$ cat src/rtl/uart_pkg.sv
// Shared UART definitions: transmitter/receiver state encoding and line levels.
// No logic, no latency, no flow control.
package uart_pkg;

   typedef enum logic [2:0] {
      IDLE,
      START,
      DATA,
      PARITY,
      STOP
   } uart_tx_state_t;

   localparam logic UART_IDLE_LEVEL  = 1'b1;
   localparam logic UART_START_LEVEL = 1'b0;

endpackage

$ cat src/rtl/uart_baud_tick.sv
// Bit-time divider: bit_end pulses on the last clk_uart cycle of every CLKS_PER_BIT period.
// Latency: restart aligns the next bit time to the following cycle; no backpressure.
module uart_baud_tick #(
   parameter int CLKS_PER_BIT = 16
) (
   input  logic clk_uart,
   input  logic clrn,
   input  logic restart,
   output logic bit_end
);

   localparam int            CW   = $clog2(CLKS_PER_BIT);
   localparam logic [CW-1:0] LAST = CW'(CLKS_PER_BIT - 1);

   logic [CW-1:0] cnt;

   assign bit_end = (cnt == LAST);

   always_ff @(posedge clk_uart or negedge clrn) begin
      if (!clrn) begin
         cnt <= '0;
      end else if (restart || bit_end) begin
         cnt <= '0;
      end else begin
         cnt <= cnt + CW'(1);
      end
   end

endmodule

$ cat src/rtl/uart_tx_frame.sv
// UART frame transmitter: start, DATA_BITS LSB first, parity when UART_TX_PARITY_EN, STOP_BITS stops.
// Latency: start bit on txd one cycle after accept; tx_ready low for the whole frame, re-opens in the tx_done cycle.
module uart_tx_frame
   import uart_pkg::*;
#(
   parameter int CLKS_PER_BIT = 16,
   parameter int DATA_BITS    = 8,
   parameter int STOP_BITS    = 1,
   parameter int PARITY_ODD   = 0
) (
   input  logic                 clk_uart,
   input  logic                 clrn,
   input  logic [DATA_BITS-1:0] d_in,
   input  logic                 tx_send,
   output logic                 tx_ready,
   output logic                 txd,
   output logic                 sending,
   output logic                 tx_done
);

   localparam int            MAXB      = (DATA_BITS > STOP_BITS) ? DATA_BITS : STOP_BITS;
   localparam int            BW        = $clog2(MAXB);
   localparam logic [BW-1:0] LAST_DATA = BW'(DATA_BITS - 1);
   localparam logic [BW-1:0] LAST_STOP = BW'(STOP_BITS - 1);

   // Out-of-range configurations stop elaboration rather than build a malformed frame.
   if (CLKS_PER_BIT < 2 || CLKS_PER_BIT > 65535 || DATA_BITS < 5 || DATA_BITS > 9 ||
       STOP_BITS < 1 || STOP_BITS > 2 || PARITY_ODD < 0 || PARITY_ODD > 1) begin : g_cfg_check
      $error("uart_tx_frame: parameter out of range");
   end

   uart_tx_state_t       state, state_nxt;
   logic [DATA_BITS-1:0] shreg, shreg_nxt;
   logic [BW-1:0]        bit_cnt, bit_cnt_nxt;
   logic                 bit_end, accept, last_stop, baud_restart, txd_nxt;
`ifdef UART_TX_PARITY_EN
   localparam logic PAR_ODD = (PARITY_ODD != 0);
   logic par_bit, par_nxt;
`endif

   assign last_stop    = (state == STOP) && bit_end && (bit_cnt == LAST_STOP);
   assign tx_done      = last_stop;
   assign tx_ready     = (state == IDLE) || last_stop;
   assign accept       = tx_send && tx_ready;
   assign baud_restart = (state == IDLE) || accept;

   uart_baud_tick #(
      .CLKS_PER_BIT(CLKS_PER_BIT)
   ) u_baud (
      .clk_uart(clk_uart),
      .clrn    (clrn),
      .restart (baud_restart),
      .bit_end (bit_end)
   );

   always_comb begin
      state_nxt   = state;
      bit_cnt_nxt = bit_cnt;
      shreg_nxt   = shreg;
`ifdef UART_TX_PARITY_EN
      par_nxt     = par_bit;
`endif
      case (state)
         START: if (bit_end) begin
            state_nxt   = DATA;
            bit_cnt_nxt = '0;
         end
         DATA: if (bit_end) begin
            if (bit_cnt == LAST_DATA) begin
`ifdef UART_TX_PARITY_EN
               state_nxt = PARITY;
`else
               state_nxt = STOP;
`endif
               bit_cnt_nxt = '0;
            end else begin
               shreg_nxt   = shreg >> 1;
               bit_cnt_nxt = bit_cnt + BW'(1);
            end
         end
         PARITY: if (bit_end) begin
            state_nxt   = STOP;
            bit_cnt_nxt = '0;
         end
         STOP: if (bit_end) begin
            if (bit_cnt == LAST_STOP) begin
               state_nxt   = IDLE;
               bit_cnt_nxt = '0;
            end else begin
               bit_cnt_nxt = bit_cnt + BW'(1);
            end
         end
         default: ;
      endcase
      // Accept also fires in the last stop cycle, chaining frames with no idle gap.
      if (accept) begin
         state_nxt   = START;
         bit_cnt_nxt = '0;
         shreg_nxt   = d_in;
`ifdef UART_TX_PARITY_EN
         par_nxt     = (^d_in) ^ PAR_ODD;
`endif
      end
      case (state_nxt)
         START:   txd_nxt = UART_START_LEVEL;
         DATA:    txd_nxt = shreg_nxt[0];
`ifdef UART_TX_PARITY_EN
         PARITY:  txd_nxt = par_nxt;
`endif
         default: txd_nxt = UART_IDLE_LEVEL;
      endcase
   end

   always_ff @(posedge clk_uart or negedge clrn) begin
      if (!clrn) begin
         state   <= IDLE;
         shreg   <= '0;
         bit_cnt <= '0;
         txd     <= UART_IDLE_LEVEL;
         sending <= 1'b0;
`ifdef UART_TX_PARITY_EN
         par_bit <= 1'b0;
`endif
      end else begin
         state   <= state_nxt;
         shreg   <= shreg_nxt;
         bit_cnt <= bit_cnt_nxt;
         txd     <= txd_nxt;
         sending <= (state_nxt != IDLE);
`ifdef UART_TX_PARITY_EN
         par_bit <= par_nxt;
`endif
      end
   end

endmodule

$ cat config.mk
export PLATFORM = sky130hd
export DESIGN_NAME = uart_tx_frame
export DESIGN_NICKNAME = d
export VERILOG_FILES = /design/src/rtl/uart_pkg.sv /design/src/rtl/uart_baud_tick.sv /design/src/rtl/uart_tx_frame.sv
export SDC_FILE = /design/constraint.sdc
export NUM_CORES = 1
export LEC_CHECK = 0
export ABC_AREA = 1
export ABC_CLOCK_PERIOD_IN_PS = 3000
export CORE_UTILIZATION = 50
export CTS_CLUSTER_SIZE = 14
export DETAILED_ROUTE_END_ITERATION = 6
export GPL_ROUTABILITY_DRIVEN = 0
export PLACE_DENSITY = 0.83
export SYNTH_ARGS = -nofsm -noshare
export SYNTH_HDL_FRONTEND = slang
export SYNTH_SLANG_ARGS = --single-unit
$ cat constraint.sdc
create_clock -name clk_uart -period 3 [get_ports clk_uart]
set_input_delay 0.6 -clock clk_uart [delete_from_list [all_inputs] [get_ports clk_uart]]
set_output_delay 0.6 -clock clk_uart [all_outputs]
set_load 0.005 [all_outputs]
==> impl_metrics.py <==
metrics = {
    "finish": {
        "n_fill_cell": 174,
        "num_antenna_cells": 0,
        "fin_area_sq_um": 1300,
        "final_common_cell": "nand2_1",
        "utilization": 0.649,
        "final_cell_mix": "39 x nand2_1, 19 x dfrtp_1, 15 x nand3_1, 14 x clkdlybuf4s50_1, 13 x nor2_1",
        "drive_gt1_frac": 0.144,
        "area_delta_synth_final_pct": 19.9,
        "final_nets": 169,
    },
    "setup_path": {
        "crit_arrival_ns": 1.88,
        "worstSetupPathType": "flop to primary output",
        "crit_fanout": 6,
        "reg2reg_from": "bit_cnt[0]",
        "cp_data_required_time_ns": 2.40,
        "end_kind": "primary output",
        "startpoint_type": "flop",
        "timing.rr.end": "txd",
        "r2r.worst_path.cells": 10,
        "reg2reg_slack_ns": 1.37,
    },
    "sta": {
        "max_slew_margin": 0.403,
        "holdWs_ns": 0.480,
        "period_needed_ns": 2.48,
        "final.period_utilization": 0.826,
        "skew_ns": 0.00281,
        "worst_slew_pin_slew_ns": 0.893,
        "fin_ws_ns": 0.522,
        "timing.fmax_ghz": 0.404,
        "setup_tns_ns": 0,
        "setup_viol": 0,
        "rsz0062_at_grt": "no",
        "report.final.hold_viol_count": 0,
        "final_max_slew_viol_count": 0,
    },
    "clock_tree": {
        "cts_root_buffer": "clkbuf_4",
        "path_clk_slew_ns": 0.12,
        "htree_levels": 1,
        "clockBufferDepth": 2,
        "clock-sinks": 20,
        "numCtsBuffers": 3,
        "clk_latency_ns": 0.31,
        "ctsHoldBuffers": 0,
        "ctsResizeCount": 0,
        "cts_setup_buffers": 0,
        "cts_tree": "yes",
    },
    "floorplanning": {
        "core_sq_um": 2000,
        "die_area_sq_um": 2360,
        "die_height_um": 48.6,
        "die_w_um": 48.6,
        "ios": 15,
        "initial_utilization": 0.541,
        "rows": 16,
    },
    "power": {
        "vdd_drop_max_mv": 0.247,
        "p_leak_nw": 0.670,
        "pwr-share-seq": 0.523,
        "power_switching_uw": 99.3,
        "cellPowerDensity_nw_per_um2": 397,
        "p_int_uw": 416,
        "p_clk_frac": 0.441,
        "swShare": 0.193,
        "comb_power_share": 0.036,
    },
    "global_route": {
        "antenna_found_initial": 0,
        "overflow": 0,
        "grt_use_total": 0.221,
        "grt_max_degree": 21,
        "grt_pass1_vias": 967,
        "grt_pass1_wl_mm": 4.03,
    },
    "worst_hold_path": {
        "hp-start": "u_baud.cnt[0]",
        "hold_end": "u_baud.cnt[0]",
        "hold_depth": 1,
        "min_path_type": "flop to flop",
    },
    "drt": {
        "num_vias": 942,
        "drt_iter0_markers": 37,
        "ant_nets": 0,
        "drt-vias-per-instance": 5.23,
        "dr.pass1.iters": 4,
        "drt_wl_total_mm": 2.27,
        "wl_per_cell_um": 12.6,
        "drc": 0,
    },
    "synth": {
        "synth-seq-area-share": 0.463,
        "synth-seq-cells": 20,
        "avgSynthCellArea_sq_um": 7.97,
        "syn-num-nets": 151,
        "syn_inst": 136,
        "ys_warn_count": 0,
        "yosys.cell_types.count": 21,
        "netlist_area_sq_um": 1080,
    },
    "flow_run": {
        "maxCapViolCount": 0,
    },
    "placed_design": {
        "dp_slack_ns": 0.882,
        "dp_hpwl_mm": 1.62,
        "numPortBuffers": 14,
        "dpl_cell_area_sq_um": 1250,
    },
    "status": {
        "status": "completed",
    },
}
-- cells by family (layout without fill, tap and decap cells) --
kind of cell	Yosys count	after routing	synth area share
AOI/OAI and AO/OA	11	11	0.0531
buffers and inverters	19	36	0.0727
adders and majority gates	4	4	0.0462
xor gates and xnor gates	1	1	0.00808
and+or+nand+nor	81	81	0.357
DFF	20	20	0.463
-- metrics by stage --
step	cells	total power [mW]
5_1_grt	180	0.528
3_3_place_gp	176	0.293
3_5_place_dp	176	0.294
6_report	180	0.515
4_1_cts	180	0.514
2_1_floorplan	136	0.275
-- critical path, stage by stage (launching register included) --
cell	delay [ns]
dfrtp_1	0.39
ha_1	0.22
nand3_2	0.14
nor2_1	0.14
nand2_2	0.09
nand2_4	0.08
clkdlybuf4s50_1	0.50
-- synthesized netlist by cell type (all sizes together) --
master   n  area share
nand2   45        0.18
nor3b    1      0.0069
inv     18       0.062
a21oi    3       0.014
buf      1       0.010
xor2     1      0.0081
dfrtp   19        0.44
dfstp    1       0.024
o21ai    7       0.032
o21bai   1      0.0069
ha       4       0.046
nand4    2       0.012
nor2    16       0.072
nand3   17       0.088
-- layer usage --
layer	vias up	share of wire	GRT usage
met2	34	0.50	0.390
met4	0	0.031	0.113
met3	8	0.039	0.0409
met5	-	0	0
met1	438	0.43	0.257
li1	462	-	-
-- how the worst max path moves through the flow --
stage,start,endpoint,slack (ns),depth (start not counted)
after floorplan,u_baud.cnt[0],tx_ready,1.47,5
after global placement,u_baud.cnt[0],tx_ready,0.94,6
after detailed placement,u_baud.cnt[0],tx_ready,0.88,6
after CTS,u_baud.cnt[0],tx_ready,0.53,6
after global routing,bit_cnt[0],tx_ready,0.43,7
final,u_baud.cnt[0],tx_ready,0.52,6
-- registers in the layout (all words and copies together), names as in the netlist --
name / cells
bit_cnt: 3
sending: 1
shreg: 8
state: 3
txd: 1
u_baud.cnt: 4
-- power by group through the flow --
stage          Clock, mW  Combinational, mW  Sequential (mW)
2_1_floorplan          0         0.00000803            0.275
5_1_grt            0.237             0.0211            0.270
4_1_cts            0.225             0.0191            0.270
3_5_place_dp           0             0.0191            0.275
3_3_place_gp           0             0.0185            0.275
6_report           0.227             0.0186            0.270
-- layout make-up --
class                      count  area, sq um  area share
clock buffer                   3         22.5      0.0173
timing repair buffer          14          140       0.108
tap                           27         33.8      0.0260
inverter                      18         67.6      0.0520
sequential                    20          502       0.386
multi-input combinational     97          503       0.387
clock inverter                 1         30.0      0.0231
Power figures use the tool's default switching activity.
